File: config.mk
export PLATFORM = sky130hd
export DESIGN_NAME = phi2_bus_responder
export DESIGN_NICKNAME = d
export VERILOG_FILES = /design/src/rtl/phi2_bus_responder_pkg.sv /design/src/rtl/phi2_bus_responder_phi_edge_detect.sv /design/src/rtl/phi2_bus_responder.sv
export SDC_FILE = /design/constraint.sdc
export NUM_CORES = 1
export LEC_CHECK = 0
export CORE_MARGIN = 5
export CORE_UTILIZATION = 25
export DETAILED_ROUTE_END_ITERATION = 10
export DONT_BUFFER_PORTS = 1
export GPL_TIMING_DRIVEN = 0
export HOLD_SLACK_MARGIN = 0.12
export PLACE_DENSITY = 0.4
export SETUP_SLACK_MARGIN = 0.3
export SYNTH_ARGS = -nofsm -noshare
export SYNTH_HDL_FRONTEND = slang
export SYNTH_HIERARCHICAL = 1
export SYNTH_SLANG_ARGS = --single-unit
File: constraint.sdc
create_clock -name fpga_clk -period 4.53 [get_ports fpga_clk]
set_input_delay 0.453 -clock fpga_clk [delete_from_list [all_inputs] [get_ports fpga_clk]]
set_output_delay 0.453 -clock fpga_clk [all_outputs]
set_load 0.005 [all_outputs]
File: src/rtl/phi2_bus_responder_pkg.sv
`default_nettype none
// ============================================================================
// Module      : phi2_bus_responder_pkg
// Description : Shared types and constants for the phi_2 bus responder:
//               FSM state encoding, counter width, parameter bounds and the
//               FDC register map seen by the CPU.
// Revision    : 1.0 - initial release
// ============================================================================
package phi2_bus_responder_pkg;

    // Bus-cycle states, explicitly 3-bit encoded
    typedef enum logic [2:0] {
        ST_IDLE     = 3'd0,
        ST_RD_WAIT  = 3'd1,
        ST_RD_DRIVE = 3'd2,
        ST_WR_WAIT  = 3'd3,
        ST_HOLD     = 3'd4
    } bus_state_e;

    // Latency and hold counters share one width
    localparam int unsigned c_cnt_w = 4;

    // Legal ranges for the timing parameters
    localparam int c_rd_latency_min  = 1;
    localparam int c_rd_latency_max  = 15;
    localparam int c_hold_cycles_min = 0;
    localparam int c_hold_cycles_max = 15;

    // FDC register map (CPU-visible offsets), shared with the FDC core
    localparam logic [3:0] c_fdc_reg_sra  = 4'h0;
    localparam logic [3:0] c_fdc_reg_srb  = 4'h1;
    localparam logic [3:0] c_fdc_reg_dor  = 4'h2;
    localparam logic [3:0] c_fdc_reg_tdr  = 4'h3;
    localparam logic [3:0] c_fdc_reg_msr  = 4'h4;
    localparam logic [3:0] c_fdc_reg_fifo = 4'h5;
    localparam logic [3:0] c_fdc_reg_dir  = 4'h7;

    // Clamp a timing parameter into its legal range and size it for a counter
    function automatic logic [c_cnt_w-1:0] clamp_cnt(input int value, input int lo, input int hi);
        int t;
        t = value;
        if (t < lo) t = lo;
        if (t > hi) t = hi;
        return c_cnt_w'(t);
    endfunction

endpackage
`default_nettype wire

File: src/rtl/phi2_bus_responder_phi_edge_detect.sv
`default_nettype none
// ============================================================================
// Module      : phi_edge_detect
// Description : Registers a clock-generator phase signal once and reports
//               its rising and falling edges in the fpga_clk domain. The
//               phase is already synchronous, so no synchroniser is needed.
// Revision    : 1.0 - initial release
// ============================================================================
module phi_edge_detect (
    input  logic clk,
    input  logic rst_n,
    input  logic i_sig,
    output logic o_rise,
    output logic o_fall
);

    logic sig_q;

    // Previous-cycle copy of the phase, cleared to low by reset
    always_ff @(posedge clk or negedge rst_n) begin
        if (!rst_n) begin
            sig_q <= 1'b0;
        end else begin
            sig_q <= i_sig;
        end
    end

    assign o_rise = i_sig & ~sig_q;
    assign o_fall = ~i_sig & sig_q;

endmodule
`default_nettype wire

File: src/rtl/phi2_bus_responder.sv
`default_nettype none
// ============================================================================
// Module      : phi2_bus_responder
// Description : Decodes 6502-style bus cycles framed by phi_2 into single
//               cycle read/write strobes for the FDC core, drives read data
//               back onto the CPU bus and flags reads that ran out of time.
// Revision    : 1.0 - initial release
// ============================================================================
module phi2_bus_responder
    import phi2_bus_responder_pkg::*;
#(
    parameter int ADDR_W      = 4,
    parameter int RD_LATENCY  = 2,
    parameter int HOLD_CYCLES = 1
) (
    input  logic              fpga_clk,
    input  logic              reset,
    input  logic              phi_2,
    input  logic              cs_n,
    input  logic              rw,
    input  logic [ADDR_W-1:0] addr,
    input  logic [7:0]        data_in,
    output logic [7:0]        data_out,
    output logic              data_oe,
    output logic [ADDR_W-1:0] reg_addr,
    output logic [7:0]        reg_wdata,
    output logic              reg_wr,
    output logic              reg_rd,
    input  logic [7:0]        reg_rdata,
    output logic              late_rd
);

    localparam logic [c_cnt_w-1:0] c_rd_latency =
        clamp_cnt(RD_LATENCY, c_rd_latency_min, c_rd_latency_max);
    localparam logic [c_cnt_w-1:0] c_hold_cycles =
        clamp_cnt(HOLD_CYCLES, c_hold_cycles_min, c_hold_cycles_max);

    logic w_rise;
    logic w_fall;

    bus_state_e           state_q,     state_d;
    logic [c_cnt_w-1:0]   lat_cnt_q,   lat_cnt_d;
    logic [c_cnt_w-1:0]   hold_cnt_q,  hold_cnt_d;
    logic [7:0]           data_out_q,  data_out_d;
    logic                 data_oe_q,   data_oe_d;
    logic [ADDR_W-1:0]    reg_addr_q,  reg_addr_d;
    logic [7:0]           reg_wdata_q, reg_wdata_d;
    logic                 reg_wr_q,    reg_wr_d;
    logic                 reg_rd_q,    reg_rd_d;
    logic                 late_rd_q,   late_rd_d;

    phi_edge_detect u_phi2_edge (
        .clk    (fpga_clk),
        .rst_n  (reset),
        .i_sig  (phi_2),
        .o_rise (w_rise),
        .o_fall (w_fall)
    );

    // Next-state and next-output logic for one bus cycle
    always_comb begin
        state_d     = state_q;
        lat_cnt_d   = lat_cnt_q;
        hold_cnt_d  = hold_cnt_q;
        data_out_d  = data_out_q;
        data_oe_d   = data_oe_q;
        reg_addr_d  = reg_addr_q;
        reg_wdata_d = reg_wdata_q;
        reg_wr_d    = 1'b0;
        reg_rd_d    = 1'b0;
        late_rd_d   = late_rd_q;

        unique case (state_q)
            ST_IDLE: begin
                // New cycles are started by the shared rise handling below
            end
            ST_RD_WAIT: begin
                if (w_fall) begin
                    // CPU is done: take whatever the core presents now.
                    // A fall on the capture cycle itself is still on time.
                    data_out_d = reg_rdata;
                    lat_cnt_d  = '0;
                    if (lat_cnt_q != c_cnt_w'(1)) late_rd_d = 1'b1;
                    if (c_hold_cycles == '0) begin
                        data_oe_d = 1'b0;
                        state_d   = ST_IDLE;
                    end else begin
                        hold_cnt_d = c_hold_cycles;
                        state_d    = ST_HOLD;
                    end
                end else if (lat_cnt_q == c_cnt_w'(1)) begin
                    data_out_d = reg_rdata;
                    lat_cnt_d  = '0;
                    state_d    = ST_RD_DRIVE;
                end else begin
                    lat_cnt_d = lat_cnt_q - c_cnt_w'(1);
                end
            end
            ST_RD_DRIVE: begin
                if (w_fall) begin
                    if (c_hold_cycles == '0) begin
                        data_oe_d = 1'b0;
                        state_d   = ST_IDLE;
                    end else begin
                        hold_cnt_d = c_hold_cycles;
                        state_d    = ST_HOLD;
                    end
                end
            end
            ST_WR_WAIT: begin
                if (w_fall) begin
                    reg_wdata_d = data_in;
                    reg_wr_d    = 1'b1;
                    state_d     = ST_IDLE;
                end
            end
            ST_HOLD: begin
                if (hold_cnt_q <= c_cnt_w'(1)) begin
                    hold_cnt_d = '0;
                    data_oe_d  = 1'b0;
                    state_d    = ST_IDLE;
                end else begin
                    hold_cnt_d = hold_cnt_q - c_cnt_w'(1);
                end
            end
            default: begin
                state_d   = ST_IDLE;
                data_oe_d = 1'b0;
            end
        endcase

        // A rise while idle or holding starts a new cycle; holding ends at once
        if (w_rise && (state_q == ST_IDLE || state_q == ST_HOLD)) begin
            state_d    = ST_IDLE;
            data_oe_d  = 1'b0;
            hold_cnt_d = '0;
            if (!cs_n) begin
                reg_addr_d = addr;
                if (rw) begin
                    state_d   = ST_RD_WAIT;
                    reg_rd_d  = 1'b1;
                    data_oe_d = 1'b1;
                    lat_cnt_d = c_rd_latency;
                end else begin
                    state_d = ST_WR_WAIT;
                end
            end
        end
    end

    // State, counters and registered outputs
    always_ff @(posedge fpga_clk or negedge reset) begin
        if (!reset) begin
            state_q     <= ST_IDLE;
            lat_cnt_q   <= '0;
            hold_cnt_q  <= '0;
            data_out_q  <= '0;
            data_oe_q   <= 1'b0;
            reg_addr_q  <= '0;
            reg_wdata_q <= '0;
            reg_wr_q    <= 1'b0;
            reg_rd_q    <= 1'b0;
            late_rd_q   <= 1'b0;
        end else begin
            state_q     <= state_d;
            lat_cnt_q   <= lat_cnt_d;
            hold_cnt_q  <= hold_cnt_d;
            data_out_q  <= data_out_d;
            data_oe_q   <= data_oe_d;
            reg_addr_q  <= reg_addr_d;
            reg_wdata_q <= reg_wdata_d;
            reg_wr_q    <= reg_wr_d;
            reg_rd_q    <= reg_rd_d;
            late_rd_q   <= late_rd_d;
        end
    end

    assign data_out  = data_out_q;
    assign data_oe   = data_oe_q;
    assign reg_addr  = reg_addr_q;
    assign reg_wdata = reg_wdata_q;
    assign reg_wr    = reg_wr_q;
    assign reg_rd    = reg_rd_q;
    assign late_rd   = late_rd_q;

endmodule
`default_nettype wire

* After elaboration in Yosys (flattened, before gate mapping)
Cells that the tools add are included.
** Word-level totals
- Flip-flop bits (word level) :: 36
- Bits of input ports :: 25
- Logic and storage cells :: 75
** Operators by class
- Add/subtract/negate cells :: 2
- Order comparisons :: 1
- Equal/unequal tests :: 13
- Multiplexer cells :: 29
- Bitwise operators :: 5
- Reductions and logical operators :: 14
** Operators by type and width (number)
- 4-bit two-way mux :: 9
- 3-bit two-way mux :: 6
- 8-bit two-way mux :: 2
- 3-bit one-hot mux with 5 select lines :: 1
- 2-bit AND reduction :: 5
- 3-bit by 2-bit != test with 1-bit output, second input constant :: 3
- 4-bit one-hot mux with 2 select lines :: 1
- 4-bit by 1-bit subtractor with 4-bit output, second input constant :: 2
- 1-bit two-way mux :: 7
- 3-bit by 2-bit equality test with 1-bit output, second input constant :: 2
- 5-bit AND reduction :: 1
- 4-bit by 1-bit equality test with 1-bit output, second input constant :: 1
- 4-bit by 1-bit less-or-equal comparator with 1-bit output, second input constant :: 1
- 2-bit two-way mux :: 2
- 2-bit by 1-bit != test with 1-bit output, second input constant :: 2
- 4-bit by 1-bit != test with 1-bit output, second input constant :: 1
- 4-bit by 3-bit != test with 1-bit output, second input constant :: 1
- 4-bit OR reduction :: 1
- 3-bit by 1-bit equality test with 1-bit output, second input constant :: 1
- 3-bit equality test, second input constant :: 1
- 3-bit logical NOT :: 1
- 3-bit by 1-bit != test with 1-bit output, second input constant :: 1
- 1-bit NOT :: 3
- 3-bit AND reduction :: 1
- other kinds (7) :: 8

* Logic depth before layout (Yosys ltp)
- Depth in word-level cells :: 7
- Mapped depth :: 7

* Cells and area by module
The synthesis kept the hierarchy.
** Modules (own cells, without submodules)
- phi2_bus_responder :: times used 1, cells an instance 135, area an instance 1587.8 um^2
- phi_edge_detect :: times used 1, cells an instance 3, area an instance 40.0 um^2

* Worst setup path after synthesis
No wires, ideal clock.
- Path type :: input to register
- Start point :: input phi_2
- End point :: register lat_cnt_q[2]
- Library setup time :: 77 ps
- Arrival :: 1585 ps
- Data required time :: 4453 ps
- Path slack :: 2868 ps
- Cell stages on the path :: 6
- Path buffers :: 1
- Path through :: and2b_2 -> buf_2 -> or3b_1 -> nor3_2 -> nand3b_1 -> a21oi_1
** Between the ends
- Word-level cells in the longest chain between the ends :: 7
** Ends and longest elaborated chain
- from (decl) :: line phi2_bus_responder.sv:18 : input logic phi_2,
- 1-bit NOT :: line phi2_bus_responder_phi_edge_detect.sv:29 : assign o_fall = ~i_sig & sig_q;
- 1-bit AND :: line phi2_bus_responder_phi_edge_detect.sv:29
- 4-bit two-way mux :: line phi2_bus_responder.sv:78 : if (w_fall) begin
- 4-bit two-way mux :: line phi2_bus_responder.sv:73 : unique case (state_q)
- 4-bit two-way mux :: line phi2_bus_responder.sv:139 : if (rw) begin
- 4-bit two-way mux :: line phi2_bus_responder.sv:137 : if (!cs_n) begin
- 4-bit two-way mux (*) :: line phi2_bus_responder.sv:133 : if (w_rise && (state_q == ST_IDLE || state_q == ST_HOLD)) begin
- via lat_cnt_d[2] :: line phi2_bus_responder.sv:42 : logic [c_cnt_w-1:0] lat_cnt_q, lat_cnt_d;
- to (signal assigned) :: line phi2_bus_responder.sv:166 : lat_cnt_q <= lat_cnt_d;
- to (decl) :: line phi2_bus_responder.sv:42
Mark *: on every way through the listed nets, which the timed path passes. The rest lies on a longest branch.
A chain may end at the register's enable or synchronous reset.

* Worst setup path in the final report
- Start point :: register u_phi2_edge.sig_q
- End point :: register reg_wdata_q[2], in the netlist reg_wdata[2]
** Between the ends
- Word-level cells in the longest chain between the ends :: 2
** Ends and longest elaborated chain
- from (decl) :: line phi2_bus_responder_phi_edge_detect.sv:17 : logic sig_q;
- from (signal assigned) :: line phi2_bus_responder_phi_edge_detect.sv:24 : sig_q <= i_sig;
- 1-bit AND :: line phi2_bus_responder_phi_edge_detect.sv:29
- via w_fall :: line phi2_bus_responder.sv:39 : logic w_fall;
- 2-bit AND reduction (no line)
- to (signal assigned) :: line phi2_bus_responder.sv:171 : reg_wdata_q <= reg_wdata_d;
- to (decl) :: line phi2_bus_responder.sv:47 : logic [7:0] reg_wdata_q, reg_wdata_d;
The timed path passes the listed nets, and every way through them passes these cells.

==> metrics.md <==
| Metric | Value |
|---|---|
| Most used cell, CP | `nand2_1` |
| Initial antenna violation count | `0` |
| Vias in the first global route | `~1100` |
| Fin crit share | `0.389` |
| Startpoint types | `flop` |
| Clock Latency Late Sink | `around 0.28 ns` |
| Area leader, netlist | `dfrtp_1` |
| Yosys top cell area share | `0.553` |
| Status | `complete, no violations` |
| Finished Layout Cells | `around 230` |
| Tmin final | `~1.8 ns` |
| Register area share after synthesis | `0.553` |
| Maximum buffer depth of the clock tree | `2` |
| # port buffers | `0` |
| Area of the multi-input gates | `677 sq um` |
| Largest net degree at the start of global routing | `37` |
| Commonest non-fill, non-tap cell in the layout | `dfrtp_1` |
| P_sw | `~0.39 mW` |
| # fillers | `between 600 and 700` |
| Final hold vios | `0` |
| Inst Count DP | `around 220` |
| Die area | `around 0.0082 sq mm` |
| Flops & latches, synth | `36` |
| CP peak stage delay | `0.38 ns` |
| CTS root buf | `clkbuf_8` |
| Routed Antenna Nets | `0` |
| Syn. warnings | `6` |
| Achievable frequency | `567 MHz` |
| Hpwl dp | `roughly 2500 um` |
| HP Class | `in2reg` |
| Cell Pwr Density | `between 600 and 700 mW/mm^2` |
| Crit-path cells | `and2b_2 -> buf_2 -> nand4b_1 -> clkinv_1 -> nand2_1 -> nand2_1` |
| Register area | `roughly 900 sq um` |
| Max-slew violations | `0` |
| H-tree levels | `2` |
| RePlAce Congestion | `0.667` |
| Worst-path fanout max | `9` |
| RSZ-0062 raised after global routing | `no` |
| Final-stage net count | `approximately 180` |
| CTS Sinks | `36` |
| Total Routing Usage GR | `0.0816` |
| Finished Core Util | `0.290` |
| Layout cells sized above 1 | `0.223` |
| Number of synthesized flops with an enable pin | `0` |
| Worst Path Required | `approximately 4.7 ns` |
| Lkg Pwr | `about 0.88 nW` |
| Critical-path top delay cell | `dfrtp_1` |
| Crit Path Class | `reg2reg` |
| Worst-Margin Slew | `0.451 ns` |
| Core Area | `between 0.006 and 0.007 sq mm` |
| P_int | `~0.75 mW` |
| Via Count | `1019` |
| Setup Buffers After CTS | `0` |
| Endpoints failing setup | `0` |
| Cell area after placement | `0.00172 sq mm` |
| Comb pwr share | `0.295` |
| Post-DR vias/cell | `between 4 and 5` |
| Sw Ratio | `0.341` |
| Mapped Nets | `~170` |
| Worst Skew | `just under 0.006 ns` |
| Synth top area cells | `dfrtp_1 (55%), mux2_4 (7.4%), nand2_1 (5.8%), ha_1 (3.1%), mux2_2 (2.8%)` |
| Clock share of power | `0.193` |
| Design area | `~0.0018 sq mm` |
| CP endpoint kind | `flop` |
| Starting Density | `0.256` |
| Avg Synthesized Cell Area | `~12 sq um` |
| Die width | `between 90 and 100 um` |
| Most frequent cells in the layout | `dfrtp_1 (36), nand2_1 (25), mux2_4 (8)` |
| Initial DRT Pass Iterations | `4` |
| Post-synthesis cell count | `138` |
| Synthesis-to-finish area growth | `13.1%` |
| Ys flop type | `dfrtp_1` |
| Ant diodes | `0` |
| Max_slew headroom | `0.698` |
| CTS tree | `yes` |
| GR Overflow Total | `0` |
| IO Count | `49` |
| Setup TNS | `0 ns` |
| First-pass GRT wire length | `about 5500 um` |
| Initial drt markers | `14` |
| Synth cell types | `40` |
| Pwr Total | `approximately 1.1 mW` |
| Inserted Clock Buffers | `5` |
| FFs w/ async S/R, synth | `1.00` |
| Arr. time, crit path | `between 1.5 and 2 ns` |
| Cell area after synthesis | `0.00163 sq mm` |
| Clk slew on worst S/H paths | `0.07 ns` |
| DRT Wirelength | `3260 um` |
| Max VDD drop | `0.280 mV` |
| Post-route DRC | `0` |
| Max cap viols | `0` |
| Sequential share of power | `0.512` |
| Drt wl/cell | `approximately 14 um` |
| Rows | `29` |
| Die Y | `90.7 um` |
sequential cells by signal (all words and copies together), names as in the netlist:
name,count
lat_cnt_q,4
hold_cnt_q,4
data_out,8
data_oe,1
state_q,3
reg_addr,4
reg_rd,1
late_rd,1
reg_wdata,8
u_phi2_edge/sig_q,1
reg_wr,1
path summary, 6_finish.rpt:
check | cells after the start | start | slack (ns) | endpoint
setup / recovery | 6 | u_phi2_edge/sig_q | 2.77 | reg_wdata[2]
hold / removal | 0 | phi_2 | 0.20 | u_phi2_edge/sig_q
setup reg to reg | 6 | u_phi2_edge/sig_q | 2.77 | reg_wdata[2]
hold reg to reg | 1 | late_rd | 0.51 | late_rd
max in group asynchronous | 2 | reset | 3.73 | lat_cnt_q[3]
min in group asynchronous | 2 | reset | 0.60 | data_out[1]
synth_stat cells, drive strengths merged, types with 2 or more instances:
library cell,n
a21o,3
a21oi,4
and2,2
buf,3
dfrtp,36
ha,4
inv,6
mux2,12
nand2,25
nand3,2
nand4b,2
nor2,7
nor3,5
o21ai,3
o2bb2ai,3
or2,2
or3,3
or3b,2
xnor2,2
cell type report:
type | count | area share
buffer | 3 | 0.0129
clock buffer | 5 | 0.0374
clock inverter | 3 | 0.0102
inverter | 7 | 0.0143
multi-input combinational | 92 | 0.368
sequential | 36 | 0.489
tap | 77 | 0.0523
timing repair buffer | 2 | 0.0163
power by group through the flow:
stage | combinational [mW] | clock, mW | sequential (mW)
2_1_floorplan | 0.288 | 0 | 0.550
3_3_place_gp | 0.321 | 0 | 0.587
6_report | 0.335 | 0.219 | 0.582
5_1_grt | 0.381 | 0.244 | 0.598
4_1_cts | 0.342 | 0.230 | 0.587
3_5_place_dp | 0.333 | 0 | 0.591
what timing repair did:
item / 4_1_cts / 5_1_grt
gates resized for setup: 0 / 0
hold endpoints to repair: 36 / 0
hold buffers: 2 / 0
through the flow:
step                      hold slack [ns]  setup slack (ns)
after floorplan                     0.157              2.87
after global placement              0.158              2.71
after detailed placement            0.158              2.68
after CTS                           0.182              2.76
after global routing                0.171              2.61
final                               0.198              2.77
worst max-delay path, delay by kind of cell (launching register included):
kind	cells	cell delay (ns)
buf+inv	2	0.52
flops	1	0.38
simple gates	4	0.75
metal layers:
| layer | up-vias | part of all wire | routed length, um | GRT usage |
|---|---|---|---|---|
| met4 | 0 | 0.0089 | 29 | 0.0298 |
| met5 | - | 0 | 0 | 0 |
| met2 | 32 | 0.50 | 1620 | 0.134 |
| li1 | 489 | - | - | - |
| met3 | 4 | 0.078 | 254 | 0.0400 |
| met1 | 494 | 0.42 | 1360 | 0.0910 |
cells by family (layout without fill, tap and decap cells):
logic type / count (synthesis) / count (layout) / share of synthesized area
flops: 36 / 36 / 0.553
xor+xnor: 3 / 3 / 0.0161
mux: 13 / 13 / 0.108
fa+ha+maj: 4 / 4 / 0.0307
buf+inv: 10 / 20 / 0.0307
compound gates: 17 / 17 / 0.0715
simple gates: 55 / 55 / 0.190
Power figures use the tool's default switching activity.
